### src/rtl/ex_mem_register_pkg.sv
`default_nettype none
// ============================================================================
// Module   : ex_mem_register_pkg
// Purpose  : Shared definitions for the EX/MEM pipeline register slice:
//            default widths, the hard-wired zero register index and the
//            MEM/WB control bundle layout {RegWrite,MemRead,MemWrite,MemtoReg}.
// Revision : 1.0 - initial release
// ============================================================================
package ex_mem_register_pkg;

    localparam int c_DATA_W_DEF     = 32;
    localparam int c_REG_ADDR_W_DEF = 5;
    localparam int c_CNT_W_DEF      = 32;

    // Register $zero: reads as 0, writes are discarded.
    localparam int c_ZERO_REG       = 0;

    // Control bundle, MSB first: {RegWrite, MemRead, MemWrite, MemtoReg}.
    typedef struct packed {
        logic reg_write;
        logic mem_read;
        logic mem_write;
        logic mem_to_reg;
    } ctrl_t;

    localparam ctrl_t c_CTRL_NOP = '{reg_write: 1'b0, mem_read: 1'b0,
                                     mem_write: 1'b0, mem_to_reg: 1'b0};

endpackage : ex_mem_register_pkg
`default_nettype wire

### src/rtl/ex_mem_register_fwd_compare.sv
`default_nettype none
// ============================================================================
// Module   : fwd_compare
// Purpose  : One-source forwarding hit detector. Asserts hit when the
//            instruction held in MEM is real, writes a register, that
//            register is not $zero, and it matches the EX-stage source.
// Ports    : valid     in  MEM stage holds a real instruction
//            reg_write in  MEM instruction writes back
//            dst       in  MEM destination register
//            src       in  EX source register under test
//            hit       out forward MEM result to this operand
// Revision : 1.0 - initial release
// ============================================================================
module fwd_compare
    import ex_mem_register_pkg::*;
#(
    parameter int REG_ADDR_W = c_REG_ADDR_W_DEF
) (
    input  logic                  valid,
    input  logic                  reg_write,
    input  logic [REG_ADDR_W-1:0] dst,
    input  logic [REG_ADDR_W-1:0] src,
    output logic                  hit
);

    localparam logic [REG_ADDR_W-1:0] c_ZERO = REG_ADDR_W'(c_ZERO_REG);

    assign hit = valid & reg_write & (dst != c_ZERO) & (dst == src);

endmodule : fwd_compare
`default_nettype wire

### src/rtl/ex_mem_register.sv
`default_nettype none
// ============================================================================
// Module   : ex_mem_register
// Purpose  : EX/MEM pipeline register of the 5-stage MIPS core. Captures the
//            ALU result, store data, destination and MEM/WB controls each
//            cycle, with flush (bubble) over stall (hold) over load priority,
//            valid tracking, EX->EX forwarding hit detection, a sticky
//            MemRead&MemWrite conflict flag and a loaded-instruction counter.
// Ports    : clk, reset (async, active-high)
//            Stall, Flush, ExValid              pipeline control
//            ALUresult, ReadData2, WriteReg     EX datapath inputs
//            RegWrite, MemRead, MemWrite, MemtoReg  EX control inputs
//            Rs_E, Rt_E                         live EX source registers
//            *_M outputs                        registered MEM-stage fields
//            ForwardA_M, ForwardB_M             forwarding hits
//            ConflictErr                        sticky conflict flag
//            InstrCount                         valid loads, wrapping
// Revision : 1.0 - initial release
// ============================================================================
module ex_mem_register
    import ex_mem_register_pkg::*;
#(
    parameter int DATA_W     = c_DATA_W_DEF,
    parameter int REG_ADDR_W = c_REG_ADDR_W_DEF,
    parameter int CNT_W      = c_CNT_W_DEF
) (
    input  logic                  clk,
    input  logic                  reset,
    input  logic                  Stall,
    input  logic                  Flush,
    input  logic                  ExValid,
    input  logic [DATA_W-1:0]     ALUresult,
    input  logic [DATA_W-1:0]     ReadData2,
    input  logic [REG_ADDR_W-1:0] WriteReg,
    input  logic                  RegWrite,
    input  logic                  MemRead,
    input  logic                  MemWrite,
    input  logic                  MemtoReg,
    input  logic [REG_ADDR_W-1:0] Rs_E,
    input  logic [REG_ADDR_W-1:0] Rt_E,
    output logic [DATA_W-1:0]     ALUresult_M,
    output logic [DATA_W-1:0]     WriteData_M,
    output logic [REG_ADDR_W-1:0] WriteReg_M,
    output logic                  RegWrite_M,
    output logic                  MemRead_M,
    output logic                  MemWrite_M,
    output logic                  MemtoReg_M,
    output logic                  Valid_M,
    output logic                  ForwardA_M,
    output logic                  ForwardB_M,
    output logic                  ConflictErr,
    output logic [CNT_W-1:0]      InstrCount
);

    localparam logic [REG_ADDR_W-1:0] c_ZERO = REG_ADDR_W'(c_ZERO_REG);

    logic [DATA_W-1:0]     r_alu;
    logic [DATA_W-1:0]     r_wdata;
    logic [REG_ADDR_W-1:0] r_wreg;
    ctrl_t                 r_ctrl;
    logic                  r_valid;
    logic                  r_conflict;
    logic [CNT_W-1:0]      r_count;

    ctrl_t                 w_ctrl_in;
    logic                  w_conflict_in;

    // Controls of a non-instruction are squashed so a bubble never touches
    // memory or the register file; a write to $zero is dropped here so the
    // forwarding logic and WB stage never see it.
    always_comb begin
        w_ctrl_in            = c_CTRL_NOP;
        if (ExValid) begin
            w_ctrl_in.reg_write  = RegWrite & (WriteReg != c_ZERO);
            w_ctrl_in.mem_read   = MemRead;
            w_ctrl_in.mem_write  = MemWrite;
            w_ctrl_in.mem_to_reg = MemtoReg;
        end
    end

    assign w_conflict_in = ExValid & MemRead & MemWrite;

    always_ff @(posedge clk or posedge reset) begin
        if (reset) begin
            r_alu      <= '0;
            r_wdata    <= '0;
            r_wreg     <= '0;
            r_ctrl     <= c_CTRL_NOP;
            r_valid    <= 1'b0;
            r_conflict <= 1'b0;
            r_count    <= '0;
        end else if (Flush) begin
            // Bubble: clear the whole stage; sticky flag and counter persist.
            r_alu   <= '0;
            r_wdata <= '0;
            r_wreg  <= '0;
            r_ctrl  <= c_CTRL_NOP;
            r_valid <= 1'b0;
        end else if (!Stall) begin
            // Data fields are captured regardless of ExValid.
            r_alu   <= ALUresult;
            r_wdata <= ReadData2;
            r_wreg  <= WriteReg;
            r_ctrl  <= w_ctrl_in;
            r_valid <= ExValid;
            if (w_conflict_in) begin
                r_conflict <= 1'b1;
            end
            if (ExValid) begin
                r_count <= r_count + CNT_W'(1);
            end
        end
    end

    // Forwarding looks at the live EX sources every cycle, stalled or not.
    fwd_compare #(.REG_ADDR_W(REG_ADDR_W)) u_fwd_a (
        .valid     (r_valid),
        .reg_write (r_ctrl.reg_write),
        .dst       (r_wreg),
        .src       (Rs_E),
        .hit       (ForwardA_M)
    );

    fwd_compare #(.REG_ADDR_W(REG_ADDR_W)) u_fwd_b (
        .valid     (r_valid),
        .reg_write (r_ctrl.reg_write),
        .dst       (r_wreg),
        .src       (Rt_E),
        .hit       (ForwardB_M)
    );

    assign ALUresult_M = r_alu;
    assign WriteData_M = r_wdata;
    assign WriteReg_M  = r_wreg;
    assign RegWrite_M  = r_ctrl.reg_write;
    assign MemRead_M   = r_ctrl.mem_read;
    assign MemWrite_M  = r_ctrl.mem_write;
    assign MemtoReg_M  = r_ctrl.mem_to_reg;
    assign Valid_M     = r_valid;
    assign ConflictErr = r_conflict;
    assign InstrCount  = r_count;

endmodule : ex_mem_register
`default_nettype wire

### config.mk
export PLATFORM = sky130hd
export DESIGN_NAME = ex_mem_register
export DESIGN_NICKNAME = d
export VERILOG_FILES = /design/src/rtl/ex_mem_register_pkg.sv /design/src/rtl/ex_mem_register_fwd_compare.sv /design/src/rtl/ex_mem_register.sv
export SDC_FILE = /design/constraint.sdc
export NUM_CORES = 1
export LEC_CHECK = 0
export ABC_AREA = 1
export ABC_CLOCK_PERIOD_IN_PS = 7300
export CAP_MARGIN = 20
export CORE_MARGIN = 4
export CORE_UTILIZATION = 47
export DETAILED_ROUTE_END_ITERATION = 12
export PLACE_DENSITY = 0.86
export SYNTH_ARGS = -nofsm -noshare
export SYNTH_HDL_FRONTEND = slang
export SYNTH_SLANG_ARGS = --single-unit
export TNS_END_PERCENT = 100
### constraint.sdc
create_clock -name clk -period 7.3 [get_ports clk]
set_input_delay 0.73 -clock clk [delete_from_list [all_inputs] [get_ports clk]]
set_output_delay 0.73 -clock clk [all_outputs]
set_load 0.02 [all_outputs]
==> impl_results.md, run 1 <==
- Place WS: 3.88 ns
- Mapped Cells: 573
- Fin area: 7270 µm²
- PortBufs: 196
- Clock-pin slew on the worst setup and hold paths: 0.09 ns
- Largest net degree at the start of global routing: 139
- Die ar.: 12400 µm²
- Via density per instance: 5.22
- Via count: 4657
- Largest family of logic cells by synthesized area: simple AND/OR/NAND/NOR gates
- CP Max Fanout: 1
- Gr usage total: 0.225
- RD Place Congestion: 0.883
- GRT overflow: 0
- Synth Area in Simple Gates: 0.342
- Seq cells post-synth: 107
- Clock skew: 0.0153 ns
- Maxcap violations: 0
- WL final: 14100 µm
- Slew @ Worst Pin: 0.757 ns
- Post-Syn Area: 5000 µm²
- Fill count: 792
- DP Wirelength: 10200 µm
- Chip Width: 111 µm
- Setup Buffers After CTS: 0
- Setup WS post-layout: 4.33 ns
- EDFF count, synth: 0
- Unrepaired setup endpoints after global routing: false
- Status: complete, no violations
- Root Buffer: clkbuf_8
- Placed cell area: 7000 µm²
- Vias in the first global route: 4494
- CTS tree: done
- Worst EP arrival: 2.24 ns
- First-pass GRT wire length: 22800 µm
- Hold Buf Count CTS: 0
- Synthesized area per cell: 8.73 µm²
- Layout area overhead: 45.4%
- Sink Count: 107
- Mux contribution to synthesized area: 0
- CP Class: in -> out
- Initial antenna violation count: 0
- Adder-cell area share of the yosys netlist: 0.00250
- Fin util: 0.704
- Register area: 2680 µm²
- Startpoint types: input port
- Fin nets: 843
- Post-synth top flop: dfrtp_1
- FP Rows: 37
- Critical Path End Type: output port
- Post-route ant nets: 0
- Pre-antenna DRT Iters: 5
- Async S/R FF share, synth: 1.00
- Initial detailed-routing violation count: 284
- CTS Buf Count: 9
- Wire per inst: 15.7 µm
- Final hold vios: 0
- Die H: 111 µm
- Final slew viol count: 0
- Hold slack: 0.476 ns
- Post-Syn Nets: 662
- Post-Synth XOR/XNOR Area: 0.0473
- Initial Util: 0.484
- Warnings, synthesis: 0
- Multi-input gate area: 2030 µm²
- CTS max path bufs: 2
- Worst vdd ir: 0.137 mV
- Antenna diodes: 0
- Clock Latency Late Sink: 0.36 ns
- I/O pins: 197
- Compound-gate portion of the synthesized area: 0.0130
- CP required: 6.57 ns
- Slew headroom: 0.495
- Power density over the cells: 182 nW/µm²
- Worst hold path type: reg -> reg
- Layout cells sized above 1: 0.0555
- Post_cts resized: 0
- Count of unique library cells instantiated by Yosys: 28
- Setup TNS: 0 ns
- H-tree depth: 3
- Fin crit share: 0.407
- Final setup violation count: 0
- Core area: 10300 µm²
- Max Clk Rate: 0.336 GHz
- Sequential fraction of the synthesis area: 0.536
- Final worst path period need: 2.97 ns
- Pleak: 3.33 nW
- # DRC: 0
## metrics by stage
stage	power (W)	instances
after floorplan	0.000794	573
after global placement	0.000933	877
after detailed placement	0.000940	877
after CTS	0.00133	891
after global routing	0.00139	893
final	0.00132	893
## layer usage
metal	vias up	routed length (µm)	global-route usage
li1	2238	-	-
met2	173	7110	0.379
met1	2220	5650	0.282
met3	26	875	0.0491
met4	0	425	0.0916
met5	-	0	0
## worst max-delay path: stages
cell	delay, ns
clkdlybuf4s50_1	0.47
xnor2_1	0.13
nand4_1	0.13
nor3_1	0.15
clkdlybuf4s50_1	0.63
## sequential cells by signal, summed over array words and instances (netlist names)
name / flops
WriteData_M: 32
WriteReg_M: 5
InstrCount: 32
RegWrite_M: 1
MemWrite_M: 1
Valid_M: 1
ConflictErr: 1
ALUresult_M: 32
MemtoReg_M: 1
MemRead_M: 1
## final timing paths
check	from	end	slack, ns	cells past startpoint
max	Rs_E[2]	ForwardA_M	4.33	5
min reg2reg	ConflictErr	ConflictErr	0.48	1
min	ConflictErr	ConflictErr	0.48	1
max reg2reg	InstrCount[1]	InstrCount[22]	5.75	7
min in group asynchronous	reset	InstrCount[24]	0.68	2
max in group asynchronous	reset	WriteReg_M[0]	5.66	4
## Yosys cell counts (3+ instances only)
library cell    n  area, µm²
nand2_1       139        522
nand4_1        11       68.8
nor2_4          8       90.1
nor3_1          6       30.0
nor2_1         27        101
xor2_1          8       70.1
a32o_1          3       30.0
dfrtp_1       107       2680
o21ai_0         4       20.0
inv_1          34        128
nor2_2          3       18.8
nand3_1       154        771
xnor2_1        19        166
nand3b_1        6       45.0
buf_2          17       85.1
nand2_2         3       18.8
clkbuf_1       11       41.3
## power by group
part           switching (W)  internal [W]
sequential         0.0000330      0.000629
clock               0.000194      0.000200
combinational       0.000135      0.000134
total               0.000362      0.000962
## placed cells by master (no fill, tap or decap), drive strengths merged
| master | synthesis | final |
|---|---|---|
| clkdlybuf4s50 | 0 | 195 |
| nand3 | 156 | 156 |
| nand2 | 143 | 143 |
| dfrtp | 107 | 107 |
| nor2 | 38 | 38 |
| inv | 36 | 36 |
| xnor2 | 19 | 19 |
| nand4 | 11 | 11 |
| clkbuf | 11 | 10 |
| xor2 | 8 | 8 |
| nor3 | 6 | 6 |
| nand3b | 6 | 6 |
| buf | 20 | 6 |
| o21ai | 4 | 4 |
| a32o | 3 | 3 |
| clkinv | 1 | 2 |
| bufinv | 0 | 2 |
| nor3b | 1 | 1 |
| a31o | 1 | 1 |
| o22ai | 1 | 1 |
| ha | 1 | 1 |
| clkinvlp | 0 | 1 |
## logic make-up (layout without fill, tap and decap cells)
group | after synthesis | count (layout)
buffers and inverters | 68 | 252
xor gates and xnor gates | 27 | 27
DFF | 107 | 107
and+or+nand+nor | 361 | 361
AOI/OAI and AO/OA | 9 | 9
adders and majority gates | 1 | 1
## layout make-up
| cell class | count | share of cell area |
|---|---|---|
| Sequential cell | 107 | 0.368 |
| Timing Repair Buffer | 201 | 0.280 |
| Multi-Input combinational cell | 398 | 0.279 |
| Tap cell | 136 | 0.0234 |
| Inverter | 37 | 0.0205 |
| Clock buffer | 10 | 0.0189 |
| Clock inverter | 4 | 0.0105 |
Power figures use the tool's default switching activity.
==> run 2: changes to the inputs <==
Settings changed: ABC_CLOCK_PERIOD_IN_PS 7300 to 2960, CORE_UTILIZATION 47 to 44, PLACE_DENSITY 0.86 to 0.81.
Clock period 7.3 ns to 2.96 ns, I/O delays scaled along.
==> run 2 against run 1 <==
  * Sequential share of layout area down 0.60 points
  * Non-clock buffer count unchanged
  * Final cell count grew 0.67%
  * Critical endpoint unchanged
  * Largest cell class unchanged
==> impl_results.md, run 2 (same netlist as run 1, synthesis figures left out) <==
- Status: complete, no violations
- Sw Ratio: 0.257 (-0.0165)
- Power density over the cells: 497 nW/µm² (+170%)
- Critical Path End Type: output port
- Worst hold start: Stall
- Setup Buffers After CTS: 0 (unchanged)
- Internal power: 0.00273 W (+180%)
- Initial detailed-routing violation count: 300 (+5.6%)
- # DRC: 0 (unchanged)
- Unrepaired setup endpoints after global routing: false
- GRT overflow: 0 (unchanged)
- PortBufs: 196 (unchanged)
- Psw: 0.000943 W (+160%)
- Clk network pwr share: 0.374 (+0.076)
- Comb pwr share: 0.181 (-0.022)
- Layout cells sized above 1: 0.0553 (-0.000146)
- Sequential share of power: 0.445 (-0.055)
- Hold Path End: WriteReg_M[3]
- Fin nets: 843 (unchanged)
- Final worst path period need: 2.19 ns
- Worst r2r dst: InstrCount[18]
- Hold slack: 0.337 ns (-0.139 ns)
- Grt met2 use: 0.396 (+0.0167)
- Hold Buf Count CTS: 0 (unchanged)
- GR Util met3: 0.0465 (-0.00262)
- Worst EP arrival: 1.89 ns (-0.35 ns)
- Reg2Reg Setup Slack: 1.34 ns (-4.41 ns)
- CTS Buf Count: 9 (unchanged)
- Slew @ Worst Pin: 0.779 ns (+0.0217 ns)
- DP Wirelength: 10400 µm (+1.1%)
- Slew headroom: 0.481 (-0.0145)
- Startpoint types: flop
- I/O pins: 197 (unchanged)
- Core area: 11000 µm² (+6.4%)
- FP Rows: 38 (+2.7%)
- Layout area overhead: 47.8%
- Final slew viol count: 0 (unchanged)
- CP Class: reg -> out
- RD Place Congestion: 0.884 (+0.22%)
- First-pass GRT wire length: 23900 µm (+4.7%)
- CTS tree: done
- Met1 Resource Use GR: 0.273 (-0.00929)
- Largest net degree at the start of global routing: 138 (-0.72%)
- Vias in the first global route: 4873 (+8.4%)
- WL final: 14500 µm (+3.1%)
- WHS Path Cells: 4 (+3)
- Clock Latency Late Sink: 0.34 ns (-0.02 ns)
- H-tree depth: 3 (unchanged)
- Post_cts resized: 0 (unchanged)
- Pleak: 3.37 nW (+1.4%)
- Setup TNS: 0 ns (unchanged)
- Clock skew: 0.00304 ns (-0.0122 ns)
- Maxcap violations: 0 (unchanged)
- CP Max Fanout: 4 (+3)
- Most common cell after layout, fill and taps aside: clkdlybuf4s50_1
- Worst vdd ir: 0.344 mV (+150%)
- Clock-pin slew on the worst setup and hold paths: 0.06 ns (-0.03 ns)
- Worst reg-to-reg path cell count: 8 (+1)
- Reg2reg start: InstrCount[0]
- Gr usage total: 0.228 (+0.00291)
- Chip Width: 115 µm (+3.1%)
- CP required: 2.66 ns (-3.91 ns)
- Busiest layer in global routing: met2
- Max Clk Rate: 0.457 GHz
- Root Buffer: clkbuf_16
- Initial Util: 0.455 (-0.0291)
- Via count: 4715 (+1.2%)
- Final hold vios: 0 (unchanged)
- Wire per inst: 16.1 µm (+2.4%)
- CTS max path bufs: 2 (unchanged)
- Final setup violation count: 0 (unchanged)
- Most frequent cells in the layout: clkdlybuf4s50_1, nand3_1, nand2_1
- Sink Count: 107 (unchanged)
- Worst hold path type: in -> reg
- Via density per instance: 5.24 (+0.57%)
- Fin crit share: 0.740
- Pre-antenna DRT Iters: 5 (unchanged)
- Antenna diodes: 0 (unchanged)
- Post-route ant nets: 0 (unchanged)
- Die H: 115 µm (+3.1%)
- Initial antenna violation count: 0 (unchanged)
- Die ar.: 13100 µm² (+6.3%)
- Fill count: 871 (+10%)
run 2: layout make-up:
type	count	area [µm²]	area share
clock buffer	12	246	0.0334
clock inverter	4	97.6	0.0132
tap	140	175	0.0237
sequential	107	2680	0.362
multi-input combinational	398	2030	0.274
inverter	37	149	0.0201
timing repair buffer	201	2020	0.273
run 2: per-stage QoR:
step           std cells  power, W  setup slack, ns  utilization  area, µm²
3_3_place_gp         883   0.00231            0.890        0.642       7050
2_1_floorplan        573   0.00196             1.38            -       5000
5_1_grt              899   0.00382            0.614        0.673       7390
4_1_cts              899   0.00370            0.749        0.673       7390
3_5_place_dp         883   0.00233            0.869        0.642       7050
6_report             899   0.00367            0.771        0.673       7390
run 2: worst max-delay path by stage:
stage | startpoint | endpoint | cells after the start
2_1_floorplan | reset | ALUresult_M[0] | 1
3_3_place_gp | Rs_E[2] | ForwardA_M | 5
3_5_place_dp | Rs_E[0] | ForwardA_M | 5
4_1_cts | WriteReg_M[3] | ForwardA_M | 5
5_1_grt | WriteReg_M[3] | ForwardA_M | 5
6_report | WriteReg_M[3] | ForwardA_M | 5
run 2: power by group through the flow:
stage               logic [W]  clock network, W  registers, W
finish               0.000664           0.00138       0.00163
global route         0.000712           0.00147       0.00165
CTS                  0.000671           0.00140       0.00163
detailed placement   0.000667                 0       0.00166
global placement     0.000654                 0       0.00166
floorplan            0.000197                 0       0.00176
run 2: routing by layer:
layer | share of wire | routed length (µm)
met2 | 0.51 | 7340
met3 | 0.063 | 916
met4 | 0.031 | 446
met1 | 0.40 | 5790
met5 | 0 | 0
run 2: worst max-delay path, stage by stage (launching register included):
cell and delay (ns):
dfrtp_1 0.44, inv_1 0.08, nand4_1 0.10, nand3_1 0.10, nor3_1 0.20, clkdlybuf4s50_1 0.63
